[config.mk]
export PLATFORM = sky130hd
export DESIGN_NAME = ccff_config_loader
export DESIGN_NICKNAME = d
export VERILOG_FILES = /design/src/rtl/ccff_config_loader.sv
export SDC_FILE = /design/constraint.sdc
export NUM_CORES = 1
export LEC_CHECK = 0
export CORE_ASPECT_RATIO = 2
export CORE_MARGIN = 3
export CORE_UTILIZATION = 42
export CTS_CLUSTER_DIAMETER = 150
export DETAILED_ROUTE_END_ITERATION = 10
export PLACE_DENSITY = 0.67
export SLEW_MARGIN = 25
export SYNTH_ARGS = -nofsm -noshare
export SYNTH_HDL_FRONTEND = slang
export SYNTH_SLANG_ARGS = --single-unit
export TNS_END_PERCENT = 20
[constraint.sdc]
create_clock -name prog_clk -period 4.15 [get_ports prog_clk]
set_input_delay 0.6225 -clock prog_clk [delete_from_list [all_inputs] [get_ports prog_clk]]
set_output_delay 0.6225 -clock prog_clk [all_outputs]
set_load 0.01 [all_outputs]
[src/rtl/ccff_config_loader.sv]
// ----------------------------------------------------------------------------
// ccff_config_loader
//
// Configuration sequencer for the IO tile chain. Bitstream words arrive over a
// valid/ready stream, are serialised LSB-first onto the configuration
// flip-flop chain (ccff_head), and the chain's shift clock is gated with
// ccff_clk_en. Every IO is held isolated (io_isol_n = 0) from reset until the
// whole chain is loaded and a settle delay has elapsed.
//
// Parameters:
//   CHAIN_LEN   - total configuration bits in the chain (>= 1)
//   WORD_W      - input word width (>= 2)
//   RELEASE_DLY - cycles between the last shifted bit and isolation release (>= 1)
//
// Ports:
//   prog_clk    in  : single clock, all state updates on its rising edge
//   prog_reset  in  : synchronous active-high reset
//   start       in  : begin a load (honoured in IDLE or DONE only)
//   abort       in  : cancel the load in progress (SHIFT or SETTLE only)
//   in_data     in  : bitstream word, LSB shifted first
//   in_valid    in  : in_data is valid
//   in_ready    out : word accepted on a cycle with in_valid & in_ready
//   ccff_head   out : serial bit into the chain
//   ccff_clk_en out : chain samples ccff_head at the end of cycles where 1
//   io_isol_n   out : drives IO_ISOL_N, 0 = isolated
//   busy        out : load in progress (SHIFT or SETTLE)
//   done        out : chain loaded and isolation released
//
// All outputs are decoded from registered state; no input reaches an output
// combinationally.
// ----------------------------------------------------------------------------
module ccff_config_loader #(
  parameter int unsigned CHAIN_LEN   = 160,
  parameter int unsigned WORD_W      = 32,
  parameter int unsigned RELEASE_DLY = 4
) (
  input  logic              prog_clk,
  input  logic              prog_reset,
  input  logic              start,
  input  logic              abort,
  input  logic [WORD_W-1:0] in_data,
  input  logic              in_valid,
  output logic              in_ready,
  output logic              ccff_head,
  output logic              ccff_clk_en,
  output logic              io_isol_n,
  output logic              busy,
  output logic              done
);

  localparam int unsigned BC_W = $clog2(CHAIN_LEN + 1);
  localparam int unsigned WL_W = $clog2(WORD_W + 1);
  localparam int unsigned DC_W = (RELEASE_DLY > 1) ? $clog2(RELEASE_DLY) : 1;

  typedef enum logic [1:0] {
    ST_IDLE   = 2'd0,
    ST_SHIFT  = 2'd1,
    ST_SETTLE = 2'd2,
    ST_DONE   = 2'd3
  } state_t;

  state_t            state_reg, state_next;
  logic [BC_W-1:0]   bit_cnt_reg, bit_cnt_next;
  logic [WL_W-1:0]   word_left_reg, word_left_next;
  logic [WORD_W-1:0] shreg_reg, shreg_next;
  logic [DC_W-1:0]   dly_cnt_reg, dly_cnt_next;

  logic in_shift;
  logic shifting;
  logic last_bit;
  logic ready_int;
  logic accept;

  // ---------------------------------------------------------------------------
  // Decodes of registered state
  // ---------------------------------------------------------------------------
  assign in_shift = (state_reg == ST_SHIFT);
  assign shifting = in_shift && (word_left_reg != '0);

  // The bit currently on ccff_head is the final chain bit.
  assign last_bit = (32'(bit_cnt_reg) + 32'd1 == 32'(CHAIN_LEN));

  // Ask for a new word while the current one is on its last bit (or empty),
  // but only if the chain still needs bits beyond what is already buffered.
  // This keeps ccff_clk_en gap-free with in_valid held and stops accepting
  // once the final word of the load is in the shift register.
  assign ready_int = in_shift && (word_left_reg <= WL_W'(1)) &&
                     ((32'(bit_cnt_reg) + 32'(word_left_reg)) < 32'(CHAIN_LEN));

  // An abort on the same cycle wins over the handshake.
  assign accept = ready_int && in_valid && !abort;

  assign in_ready    = ready_int;
  assign ccff_clk_en = shifting;
  assign ccff_head   = shifting ? shreg_reg[0] : 1'b0;
  assign busy        = in_shift || (state_reg == ST_SETTLE);
  assign done        = (state_reg == ST_DONE);
  assign io_isol_n   = (state_reg == ST_DONE);

  // ---------------------------------------------------------------------------
  // State register
  // ---------------------------------------------------------------------------
  always_ff @(posedge prog_clk) begin
    if (prog_reset) begin
      state_reg     <= ST_IDLE;
      bit_cnt_reg   <= '0;
      word_left_reg <= '0;
      shreg_reg     <= '0;
      dly_cnt_reg   <= '0;
    end else begin
      state_reg     <= state_next;
      bit_cnt_reg   <= bit_cnt_next;
      word_left_reg <= word_left_next;
      shreg_reg     <= shreg_next;
      dly_cnt_reg   <= dly_cnt_next;
    end
  end

  // ---------------------------------------------------------------------------
  // Next-state and datapath
  // ---------------------------------------------------------------------------
  always_comb begin
    state_next     = state_reg;
    bit_cnt_next   = bit_cnt_reg;
    word_left_next = word_left_reg;
    shreg_next     = shreg_reg;
    dly_cnt_next   = dly_cnt_reg;

    case (state_reg)
      ST_IDLE, ST_DONE: begin
        if (start) begin
          state_next     = ST_SHIFT;
          bit_cnt_next   = '0;
          word_left_next = '0;
        end
      end

      ST_SHIFT: begin
        if (abort) begin
          state_next     = ST_IDLE;
          word_left_next = '0;
        end else begin
          if (shifting) begin
            shreg_next     = shreg_reg >> 1;
            word_left_next = word_left_reg - WL_W'(1);
            bit_cnt_next   = bit_cnt_reg + BC_W'(1);
            if (last_bit) begin
              // Unshifted bits of the final word are simply dropped.
              state_next     = ST_SETTLE;
              word_left_next = '0;
              dly_cnt_next   = '0;
            end
          end
          // ready_int excludes the final-bit cycle, so a load here never
          // collides with the SETTLE transition above.
          if (accept) begin
            shreg_next     = in_data;
            word_left_next = WL_W'(WORD_W);
          end
        end
      end

      ST_SETTLE: begin
        if (abort) begin
          state_next = ST_IDLE;
        end else if (32'(dly_cnt_reg) == RELEASE_DLY - 1) begin
          state_next = ST_DONE;
        end else begin
          dly_cnt_next = dly_cnt_reg + DC_W'(1);
        end
      end

      default: state_next = ST_IDLE;
    endcase
  end

endmodule

* Word-level counts from Yosys, hierarchy flattened
Index checks and enable logic that the tools add are counted.
** Storage, ports and cells
- Logic and storage cells :: 72
- Output and inout bits :: 6
- Register bits after elaboration :: 50
- Bits of input ports :: 37
** Operators by class
- Reductions and logical operators :: 18
- Bitwise operators :: 1
- Eq/ne operators :: 15
- Magnitude comparators :: 2
- Mux-type cells :: 26
- $add $sub $neg :: 5
** Operators by type and width (count)
- $mux 32 :: 2
- $mux 6 :: 5
- $mux 8 :: 3
- $mux 2 :: 11
- $pmux 8 s2 :: 1
- $pmux 6 s2 :: 1
- $add 8x1->9 const B :: 1
- $add 8x6->9 :: 1
- $eq 9x8->1 const B :: 1
- $lt 9x8->1 const B :: 1
- $ne 3x2->1 const B :: 3
- $add 8x1->8 const B :: 1
- $ne 2x2->1 const B :: 4
- $reduce_and 4->1 :: 2
- $eq 2x2->1 const B :: 3
- $le 6x1->1 const B :: 1
- $pmux 2 s3 :: 1
- $reduce_and 3->1 :: 2
- $reduce_and 6->1 :: 1
- $reduce_bool 2->1 :: 3
- $reduce_bool 6->1 :: 1
- $sub 6x1->6 const B :: 1
- $logic_and 1x1->1 :: 5
- $ne 2x1->1 const B :: 2
- 10 further kinds :: 10

* Depth between registers and ports, before layout
Gate-level depths: netlist (run 1).
- Depth in word-level cells :: 8
- Mapped depth :: 11
- Mapped depth without buffers :: 8

* Worst setup path after synthesis (run 1)
No wires, ideal clock.
- Path type :: reg-to-reg
- From :: register word_left_reg[2]
- To :: register word_left_reg[0]
- Buffers on the path :: 2
- Clock period less this slack :: 2.730 ns
- Setup time :: 0.123 ns
- Cell stages (with the launch flop) :: 9
- Data arrival time :: 2.606 ns
- Slack :: 1.420 ns
- Data required time :: 4.027 ns
- Cells stage by stage :: dfxtp_1 > buf_2 > or4_4 > or4_1 > a211o_1 > a31oi_4 > buf_6 > and3b_1 > mux2_1
** On the way
- Word-level cells in the longest chain between the ends :: 8
- Elaborated cells between the ends (all ways) :: 14
- Those cells by class :: add/sub (1); order compare (2); eq/ne (1); mux (3); reduce/logical (7)
** Ends and longest elaborated chain
- start, declared :: line 64 : logic [WL_W-1:0] word_left_reg, word_left_next;
- start signal, assigned :: line 113 : word_left_reg <= word_left_next;
- $add 8x6->9 / $le 6x1->1 (equally long branches) :: line 88, 87
- $lt 9x8->1 / $logic_and 1x1->1 (equally long branches) :: line 88, 87
- $logic_and 1x1->1 :: line 87 : assign ready_int = in_shift && (word_left_reg <= WL_W'(1)) &&
- $logic_and 1x1->1 (2 in a row) :: line 91 : assign accept = ready_int && in_valid && !abort;
- $mux 6 :: line 156 : if (accept) begin
- $mux 6 :: line 139 : if (abort) begin
- $pmux 6 s2 :: line 129 : case (state_reg)
Parallel ways exist; a longest one is shown, timed or not.
A chain may end at the register's enable or synchronous reset.

* Final worst setup path (run 1)
- From :: register word_left_reg[2]
- To :: output port in_ready
** On the way
- Word-level cells in the longest chain between the ends :: 3
- Elaborated cells between the ends (all ways) :: 5
- Those cells by class :: add/sub (1); order compare (2); reduce/logical (2)
** Ends and longest elaborated chain
- $add 8x6->9 / $le 6x1->1 (equally long branches) :: line 88, 87
- $lt 9x8->1 / $logic_and 1x1->1 (equally long branches) :: line 88, 87
- $logic_and 1x1->1 * :: line 87
- end, declared :: line 43 : output logic in_ready,
Mark *: on every way between the ends. The rest lies on a longest branch, timed or not.

==> results of run 1 <==
[routing by layer]
layer  vias up  GRT usage (%)  wire length [um]  share of wire, %
met4         0          7.702               179               2.5
met1      1258          20.63              2761                39
li1       1320              -                 -                 -
met2        62          33.47              3961                56
met3        11          3.052               196               2.8
met5         -              0                 0                 0
[worst min-delay path by stage]
| stage | startpoint | to | slack, ns | cells past startpoint |
|---|---|---|---|---|
| after floorplan | shreg_reg[17]$_SDFFE_PP0P_ | shreg_reg[17]$_SDFFE_PP0P_ | 0.45 | 2 |
| after global placement | shreg_reg[23]$_SDFFE_PP0P_ | shreg_reg[23]$_SDFFE_PP0P_ | 0.46 | 2 |
| after detailed placement | shreg_reg[19]$_SDFFE_PP0P_ | shreg_reg[19]$_SDFFE_PP0P_ | 0.46 | 2 |
| after CTS | shreg_reg[19]$_SDFFE_PP0P_ | shreg_reg[19]$_SDFFE_PP0P_ | 0.47 | 2 |
| after global routing | shreg_reg[23]$_SDFFE_PP0P_ | shreg_reg[23]$_SDFFE_PP0P_ | 0.49 | 2 |
| final | shreg_reg[17]$_SDFFE_PP0P_ | shreg_reg[17]$_SDFFE_PP0P_ | 0.47 | 2 |
[cells in the final DEF (no fill, tap or decap), drive strengths merged, types with 2 or more instances in the layout]
| cell | instances |
|---|---|
| mux2 | 2 |
| a211o | 3 |
| o41ai | 4 |
| ha | 13 |
| nor2 | 17 |
| a31oi | 4 |
| nor3 | 6 |
| clkbuf | 5 |
| or4 | 2 |
| buf | 9 |
| a221o | 2 |
| nand3 | 9 |
| nand2 | 40 |
| inv | 39 |
| or3b | 3 |
| nand2b | 6 |
| dfxtp | 50 |
| nand4 | 3 |
| a21oi | 13 |
| nor3b | 3 |
| mux2i | 30 |
| clkinv | 2 |
| nand3b | 2 |
| a21o | 5 |
| a211oi | 3 |
| or3 | 3 |
| nor4 | 5 |
| clkdlybuf4s50 | 41 |
| o211ai | 3 |
| o21ai | 7 |
| a221oi | 31 |
[metrics by stage]
stage	cells	worst slack (ns)	total power (W)	util, %
final	467	0.6939	0.001294	54.00
after global routing	467	0.6399	0.001361	54.00
after CTS	466	0.6942	0.001306	53.59
after detailed placement	458	0.9625	0.0008376	51.13
after global placement	458	1.015	0.0008339	51.13
after floorplan	344	1.420	0.0007491	-
[synthesized netlist by cell type (2+ instances only)]
cell type  number
dfxtp_1        50
nand2_1        40
inv_1          39
mux2i_1        30
a221oi_1       21
nor2_1         17
clkbuf_1       14
a21oi_1        13
ha_1           13
a221oi_2       10
nand3_1         9
nand2b_1        6
nor3_1          6
o21ai_0         6
a21o_1          5
buf_2           5
nor4_1          5
o41ai_1         4
a211o_1         3
a211oi_1        3
a31oi_1         3
nand4_1         3
nor3b_1         3
o211ai_1        3
or3_1           3
or3b_2          3
a221o_1         2
buf_4           2
nand3b_1        2
[cells by family after synthesis]
logic type	after synthesis	synth area share (%)
adders and majority gates	13	5.469
AOI/OAI and AO/OA	80	22.97
buffers and inverters	62	8.918
DFF	50	33.66
xor gates and xnor gates	2	0.5891
muxes	32	10.85
and+or+nand+nor	105	17.54
[power by group through the flow]
stage / Combinational (W) / Sequential [W] / Clock [W]
4_1_cts: 0.000315 / 0.000513 / 0.000478
5_1_grt: 0.000346 / 0.000515 / 0.000500
6_report: 0.000315 / 0.000513 / 0.000466
3_5_place_dp: 0.000314 / 0.000524 / 0
3_3_place_gp: 0.000311 / 0.000523 / 0
2_1_floorplan: 0.000228 / 0.000521 / 0
[layout make-up]
| type | instances | area [um^2] | share of cell area [%] |
|---|---|---|---|
| timing repair buffer | 50 | 495.5 | 13.64 |
| clock buffer | 5 | 125.1 | 3.445 |
| inverter | 39 | 146.4 | 4.030 |
| multi-input combinational | 232 | 1714 | 47.19 |
| tap | 88 | 110.1 | 3.031 |
| clock inverter | 3 | 40.04 | 1.102 |
| sequential | 50 | 1001 | 27.56 |
[critical path, cell delays in order (launching register included)]
cell and delay [ns]:
dfxtp_1 0.40, or4_4 0.55, or4_1 0.48, a211o_1 0.35
nand3_1 0.18, clkdlybuf4s50_1 0.57
==> out/qor.yml, run 1 <==
outcome: "completed"
antenna_cells: 0
synth_top_area_share_pct: 33.66
hold_ws_ns: 0.4711
die_height_um: 125.0
synth-seq-area-share_pct: 33.66
cts.hold.buffers_added: 0
cts.sinks: 50
synthDistinctLibCells: 50
worst_clock_skew_ns: 0.006792
final_layout_size_suffix_gt1_share_pct: 9.499
worstSetupEndpoint: "in_ready"
critical_setup_path_kind: "reg -> out"
timing.hold.worst.class: "reg -> reg"
p_sw_w: 0.0003621
worst_max_slew_margin_expressed_relative_to_the_limit_pct: 33.33
synthesized_flop_and_latch_total: 50
share_of_power_burned_in_the_clock_network_pct: 36.0
critical_path.reg2reg.endpoint: "shreg_reg[2]$_SDFFE_PP0P_"
final_cell_area_um2: 3632
yosys_warnings: 0
global_route_wire_length_before_repair_mm: 12.10
power-per-cell-area_nw_per_um2: 356.1
power_frac_comb_pct: 24.3
fillCellCount: 681
cts_tree: "done"
final_period_minus_worst_setup_slack_ns: 3.456
syn_area_per_cell_um2: 8.646
ff2ff_setup_slack_ns: 0.99
irDropWorstVdd_uv: 320.7
worst-path-max-fanout: 10
drv_slew: 0
synthesis.instances: 344
rows: 42
portbufs: 42
route.detailed.wl_per_inst_um: 15.20
worstReg2RegStart: "word_left_reg[2]$_SDFFE_PP0P_"
pwr-share-seq_pct: 39.6
place.detailed.hpwl_mm: 5.201
startpoint_type: "flip-flop"
antenna_violations_before_repair: 0
clk_lat_worst_skew_ns: 0.30
number_of_nets_produced_by_synthesis: 394
tritoncts.num_buffers: 5
route.vias.total: 2651
layout-area-overhead-vs-synth_pct: 22.13
post_cts_resize_count: 0
post_cts_setup_buffer_count: 0
finalHoldViolations: 0
worst_setup_end_kind: "output port"
cell_internal_pwr_w: 0.0009314
power.switching_fraction_pct: 28.00
synth_edf_count: 0
timing.setup.tns_ns: 0
netlist.top_cell.by_area: "dfxtp_1"
totalWireLength_mm: 7.099
synth.top_cells.by_area: "dfxtp_1, mux2i_1, a221oi_1"
number_of_max_cap_violations: 0
rsz0062_at_grt: "no"
syn-cell-area_um2: 2974
synthArstFlopShare_pct: 0
grt_max_degree: 50
drc: 0
timing.critical_path.arrival_ns: 2.83
place_area_um2: 3440
global_route.overflow_total: 0
ant_nets: 0
maxClockFrequency_mhz: 289.3
worstSetupStartpoint: "word_left_reg[2]$_SDFFE_PP0P_"
clock_tree.buffer_depth: 2
grt_pass1_vias: 2617
timing_worst_slew_pin_value_ns: 0.9872
grt_usage_pct: 18.50
cell_leakage_power_nw: 1.343
gpl.final_weighted_congestion: 0.8548
core-area_um2: 6726
route.detailed.vias_per_inst: 5.677
period_share_pct: 83.28
count_of_pins_on_the_block_boundary: 43
width_of_the_die_um: 65.50
number_of_iterations_in_the_first_detailed_routing_pass: 4
design.die.area_um2: 8188
setup_viol: 0
largest_reg_flops: 32
clock_tree.htree_level_count: 2
logic_depth_of_the_worst_register_to_register_path: 7
synth_flop_cell: "dfxtp_1"
drt_iter0_markers: 115
clock_tree.root_cell: "clkbuf_16"
critPathRequiredTime_ns: 3.53
floorplan.initialDensity_pct: 44.22
clkSlewWorstSetupHoldPaths_ns: 0.07
final_nets: 428
No activity file was read; power rests on OpenSTA's default activity.
==> run 2: changes to the inputs <==
--- a/config.mk
+++ b/config.mk
@@ -10,7 +10,7 @@
 export CORE_UTILIZATION = 42
 export CTS_CLUSTER_DIAMETER = 150
 export DETAILED_ROUTE_END_ITERATION = 10
-export PLACE_DENSITY = 0.67
+export PLACE_DENSITY = 0.7
 export SLEW_MARGIN = 25
 export SYNTH_ARGS = -nofsm -noshare
 export SYNTH_HDL_FRONTEND = slang
==> constraint.sdc (replaced) <==
create_clock -name prog_clk -period 2.8 [get_ports prog_clk]
set_input_delay 0.42 -clock prog_clk [delete_from_list [all_inputs] [get_ports prog_clk]]
set_output_delay 0.42 -clock prog_clk [all_outputs]
set_load 0.01 [all_outputs]
==> out/qor.yml, run 2 (synthesis gave the netlist of run 1 again) <==
irDropWorstVdd_uv: 518.9  # +62%
clkSlewWorstSetupHoldPaths_ns: 0.07  # about the same
worst_path_max_delay_cell: "or4_4"
tritoncts.num_buffers: 5  # unchanged
antenna_cells: 0  # unchanged
cell_leakage_power_nw: 1.467  # +9.2%
ff_latch_area_um2: 1003  # +0.25%
drc: 0  # unchanged
count_of_pins_on_the_block_boundary: 43  # unchanged
critPathRequiredTime_ns: 2.95  # -0.58 ns
route.detailed.wl_per_inst_um: 15.86  # +4.3%
timing.critical_path.arrival_ns: 2.91  # +0.08 ns
worst_max_slew_margin_expressed_relative_to_the_limit_pct: 47.65  # +14 points
clock_tree.root_cell: "clkbuf_16"
gpl.final_weighted_congestion: 0.9009  # +5.4%
outcome: "completed"
final_layout_size_suffix_gt1_share_pct: 17.04  # +7.5 points
number_of_max_cap_violations: 0  # unchanged
width_of_the_die_um: 65.50  # unchanged
finalHoldViolations: 0  # unchanged
worst-path-max-fanout: 8  # -2
maxClockFrequency_mhz: 362.8
worst_clock_skew_ns: 0.005302  # -0.001490 ns
design_power_total_w: 0.002022  # +56%
grt_usage_pct: 19.66  # +1.2 points
route.vias.total: 2744  # +3.5%
final_period_minus_worst_setup_slack_ns: 2.756
core-area_um2: 6726  # unchanged
global_route_wire_length_before_repair_mm: 12.83  # +6.1%
design.die.area_um2: 8188  # unchanged
rsz0062_at_grt: "yes"
final_nets: 448  # +4.7%
post-place-cells: 476  # +3.9%
portbufs: 42  # unchanged
clock_tree.htree_level_count: 2  # unchanged
cts.sinks: 50  # unchanged
rows: 42  # unchanged
period_share_pct: 98.44
multiInputGateArea_um2: 1775  # +3.6%
path_cells: "or4_4 > or4_4 > a211o_1 > a31oi_4 > buf_6 > buf_12 > mux2i_2 > a221oi_1"
fillCellCount: 645  # -5.3%
place.detailed.hpwl_mm: 5.661  # +8.8%
totalWireLength_mm: 7.724  # +8.8%
power-per-cell-area_nw_per_um2: 520.3  # +46%
layout-area-overhead-vs-synth_pct: 30.67
timing.hold.worst.class: "in -> reg"
ant_nets: 0  # unchanged
number_of_standard_cells_in_the_layout_taps_in_and_fillers_out: 487  # +4.3%
dpl_worst_slack_ns: -0.008926  # -0.9714 ns
final_common_cell: "dfxtp_1"
die_height_um: 125.0  # unchanged
antenna_violations_before_repair: 0  # unchanged
drv_slew: 0  # unchanged
drt_iter0_markers: 135  # +17%
grt_max_degree: 41  # -18%
startpoint_type: "flip-flop"
worst_setup_end_kind: "flip-flop"
cts.hold.buffers_added: 0  # unchanged
route.detailed.vias_per_inst: 5.634  # -0.74%
floorplan.initialDensity_pct: 44.22  # unchanged
final_core_area_utilization_pct: 57.78  # +3.8 points
crit_path_max_incr_delay_ns: 0.53  # -0.04 ns
number_of_iterations_in_the_first_detailed_routing_pass: 4  # unchanged
place_area_um2: 3600  # +4.7%
critical_setup_path_kind: "reg -> reg"
clock_tree.buffer_depth: 2  # unchanged
cts_tree: "done"
timing_worst_slew_pin_value_ns: 0.7806  # -0.2065 ns
clk_lat_worst_skew_ns: 0.29  # about the same
final_cell_area_um2: 3886  # +7.0%
library_cell_appearing_most_often_on_the_critical_path: "or4_4"
final.setup.worst_slack_ns: 0.04368  # -0.6503 ns
most-common-layout-cells: "dfxtp_1, nand2_1, clkdlybuf4s50_1"
grt_pass1_vias: 2808  # +7.3%
largest_reg_flops: 32  # unchanged
setup_viol: 0  # unchanged
global_route.overflow_total: 0  # unchanged
[run 2: cell type report]
| class | count | area share [%] |
|---|---|---|
| clock inverters | 3 | 1.127 |
| inverters | 39 | 3.767 |
| multi-input cells | 232 | 45.69 |
| flip-flops and latches | 50 | 25.82 |
| clock buffers | 5 | 3.220 |
| well taps | 88 | 2.833 |
| repair buffers | 70 | 17.55 |
[run 2: what timing repair did]
item	CTS	global route
gates cloned	0	1
buffers inserted	2	0
setup endpoints to repair	7	34
gates resized for setup	2	18
pin swaps	1	3
[run 2: stage by stage]
stage	setup TNS, ns	hold slack [ns]
floorplan	0	0.4497
global placement	0	0.4554
detailed placement	-0.01232	0.4585
CTS	0	0.4286
global route	-0.2082	0.4728
finish	0	0.4463
[run 2: path summary, 6_finish.rpt]
kind	from	endpoint	slack [ns]	cells after the start
setup / recovery	word_left_reg[5]$_SDFFE_PP0P_	shreg_reg[3]$_SDFFE_PP0P_	0.04	8
hold / removal	prog_reset	shreg_reg[31]$_SDFFE_PP0P_	0.45	2
hold reg to reg	shreg_reg[18]$_SDFFE_PP0P_	shreg_reg[18]$_SDFFE_PP0P_	0.47	2
setup reg to reg	word_left_reg[5]$_SDFFE_PP0P_	shreg_reg[3]$_SDFFE_PP0P_	0.04	8
[run 2: layer usage]
layer	track usage, %	up-vias	routed length (um)
met5	0	-	0
met2	36.70	72	4324
li1	-	1355	-
met3	2.783	22	219
met4	10.88	0	320
met1	19.92	1295	2860
[run 2: critical path: cells and delay by family (launching register included)]
family / cells / cell delay, ns
buffers and inverters: 2 / 0.30
AND/OR/NAND/NOR: 2 / 1.01
multiplexers: 1 / 0.20
flip-flops: 1 / 0.33
AO/OA/AOI/OAI: 3 / 0.76
[run 2: where the power goes]
part	total, W	switching (W)	internal [W]
logic	0.000559	0.000281	0.000277
registers	0.000760	0.0000130	0.000747
clock network	0.000704	0.000280	0.000423
total	0.00202	0.000575	0.00145
==> run 3: changes to the inputs <==
--- a/config.mk
+++ b/config.mk
@@ -15,4 +15,4 @@
 export SYNTH_ARGS = -nofsm -noshare
 export SYNTH_HDL_FRONTEND = slang
 export SYNTH_SLANG_ARGS = --single-unit
-export TNS_END_PERCENT = 20
+export TNS_END_PERCENT = 100
==> out/qor.yml, run 3 (synthesis gave the netlist of run 1 again) <==
portbufs: 42  # unchanged
final_common_cell: "dfxtp_1"
cts.hold.buffers_added: 0  # unchanged
hold_ws_ns: 0.4463  # +0.00005900 ns
ff2ff_setup_slack_ns: 0.04  # about the same
number_of_standard_cells_in_the_layout_taps_in_and_fillers_out: 487  # unchanged
gpl.final_weighted_congestion: 0.9009  # unchanged
final_cell_area_um2: 3886  # unchanged
clkSlewWorstSetupHoldPaths_ns: 0.07  # about the same
critPathRequiredTime_ns: 2.95  # about the same
grt_pass1_vias: 2808  # unchanged
floorplan.initialDensity_pct: 44.22  # unchanged
met2_layer_wire_length_in_the_routed_design_mm: 4.311  # -0.30%
drt_iter0_markers: 135  # unchanged
rsz0062_at_grt: "yes"
detail_route.wirelength.met1_mm: 2.853  # -0.24%
logic_depth_of_the_worst_register_to_register_path: 8  # unchanged
final_nets: 448  # unchanged
route.detailed.vias_per_inst: 5.626  # -0.15%
worstSetupStartpoint: "word_left_reg[5]$_SDFFE_PP0P_"
critical_path.reg2reg.endpoint: "shreg_reg[3]$_SDFFE_PP0P_"
place.detailed.hpwl_mm: 5.661  # unchanged
die_height_um: 125.0  # unchanged
core-area_um2: 6726  # unchanged
final_layout_size_suffix_gt1_share_pct: 17.04  # unchanged
clock_tree.root_cell: "clkbuf_16"
cts_tree: "done"
irDropWorstVdd_uv: 518.9  # about the same
cell_leakage_power_nw: 1.467  # unchanged
timing.critical_path.arrival_ns: 2.91  # about the same
totalWireLength_mm: 7.706  # -0.23%
antenna_cells: 0  # unchanged
post-place-cells: 476  # unchanged
layout-area-overhead-vs-synth_pct: 30.67  # unchanged
clk_lat_worst_skew_ns: 0.30  # about the same
grt_usage_pct: 19.66  # unchanged
global_route_wire_length_before_repair_mm: 12.83  # unchanged
worst_max_slew_margin_expressed_relative_to_the_limit_pct: 47.51  # -0.13 points
timing_worst_slew_pin_value_ns: 0.7826  # +0.001983 ns
hold_path_depth: 2  # unchanged
grt_max_degree: 41  # unchanged
width_of_the_die_um: 65.50  # unchanged
design.die.area_um2: 8188  # unchanged
cts.sinks: 50  # unchanged
outcome: "completed"
top_routing_layer_in_use: "met4"
route.detailed.wl_per_inst_um: 15.82  # -0.23%
clock_tree.htree_level_count: 2  # unchanged
most-common-layout-cells: "dfxtp_1, nand2_1, clkdlybuf4s50_1"
antenna_violations_before_repair: 0  # unchanged
setup_viol: 0  # unchanged
power-per-cell-area_nw_per_um2: 520.2  # about the same
finalHoldViolations: 0  # unchanged
drv_slew: 0  # unchanged
period_share_pct: 98.44  # about the same
number_of_iterations_in_the_first_detailed_routing_pass: 4  # unchanged
worst_setup_end_kind: "flip-flop"
maxClockFrequency_mhz: 362.8  # about the same
startpoint_type: "flip-flop"
worst-path-max-fanout: 8  # unchanged
hold_path_end: "shreg_reg[31]$_SDFFE_PP0P_"
number_of_max_cap_violations: 0  # unchanged
worstReg2RegStart: "word_left_reg[5]$_SDFFE_PP0P_"
timing.hold.worst.class: "in -> reg"
global_route.overflow_total: 0  # unchanged
route.vias.total: 2740  # -0.15%
count_of_pins_on_the_block_boundary: 43  # unchanged
timing.setup.tns_ns: 0  # unchanged
worst_clock_skew_ns: 0.005612  # +0.0003101 ns
place_area_um2: 3600  # unchanged
final_period_minus_worst_setup_slack_ns: 2.756  # +0.00001350 ns
critical_setup_path_kind: "reg -> reg"
largest_reg_flops: 32  # unchanged
clock_tree.buffer_depth: 2  # unchanged
hp-start: "prog_reset"
drc: 0  # unchanged
ant_nets: 0  # unchanged
rows: 42  # unchanged
final_core_area_utilization_pct: 57.78  # unchanged
tritoncts.num_buffers: 5  # unchanged
wl_met3_um: 221  # +0.91%
run 3: area by class of cell:
type | count | area [um^2]
Clock buffer | 5 | 125.1
Clock inverter | 3 | 43.79
Fill cell | 645 | 2840
Inverter | 39 | 146.4
Multi-Input combinational cell | 232 | 1775
Sequential cell | 50 | 1003
Tap cell | 88 | 110.1
Timing Repair Buffer | 70 | 681.9
run 3: per-stage QoR:
step	setup slack (ns)	power, W
finish	0.04367	0.002022
global placement	0.03351	0.001277
global route	-0.03701	0.002105
CTS	0.02131	0.001991
detailed placement	-0.008926	0.001284
floorplan	0.07040	0.001110
run 3: worst max-delay path by stage:
| stage | endpoint | slack (ns) |
|---|---|---|
| 3_5_place_dp | shreg_reg[25]$_SDFFE_PP0P_ | -0.009 |
| 4_1_cts | in_ready | 0.02 |
| 2_1_floorplan | word_left_reg[0]$_SDFFE_PP0P_ | 0.07 |
| 6_report | shreg_reg[3]$_SDFFE_PP0P_ | 0.04 |
| 3_3_place_gp | shreg_reg[21]$_SDFFE_PP0P_ | 0.03 |
| 5_1_grt | shreg_reg[3]$_SDFFE_PP0P_ | -0.04 |
run 3: repair_timing:
item	CTS	global route
buffers inserted	2	0
resized for setup	2	18
endpoints found under the setup margin	7	34
gates cloned	0	1
pin swaps	1	3
run 3: critical path: stages (launching register included):
cell      delay [ns]
dfxtp_2         0.33
or4_4           0.53
or4_4           0.48
a211o_1         0.32
a31oi_4         0.35
buf_6           0.17
buf_12          0.13
mux2i_2         0.20
a221oi_1        0.09
run 3: layer usage:
| metal | track usage (%) | vias to the layer above |
|---|---|---|
| met5 | 0 | - |
| met4 | 10.88 | 0 |
| li1 | - | 1355 |
| met1 | 19.92 | 1289 |
| met3 | 2.783 | 22 |
| met2 | 36.70 | 74 |
run 3: power by group:
| part | internal [W] | switching (W) | total (W) |
|---|---|---|---|
| registers | 0.000747 | 0.0000130 | 0.000760 |
| clock network | 0.000423 | 0.000280 | 0.000703 |
| logic | 0.000277 | 0.000281 | 0.000558 |
| total | 0.00145 | 0.000574 | 0.00202 |
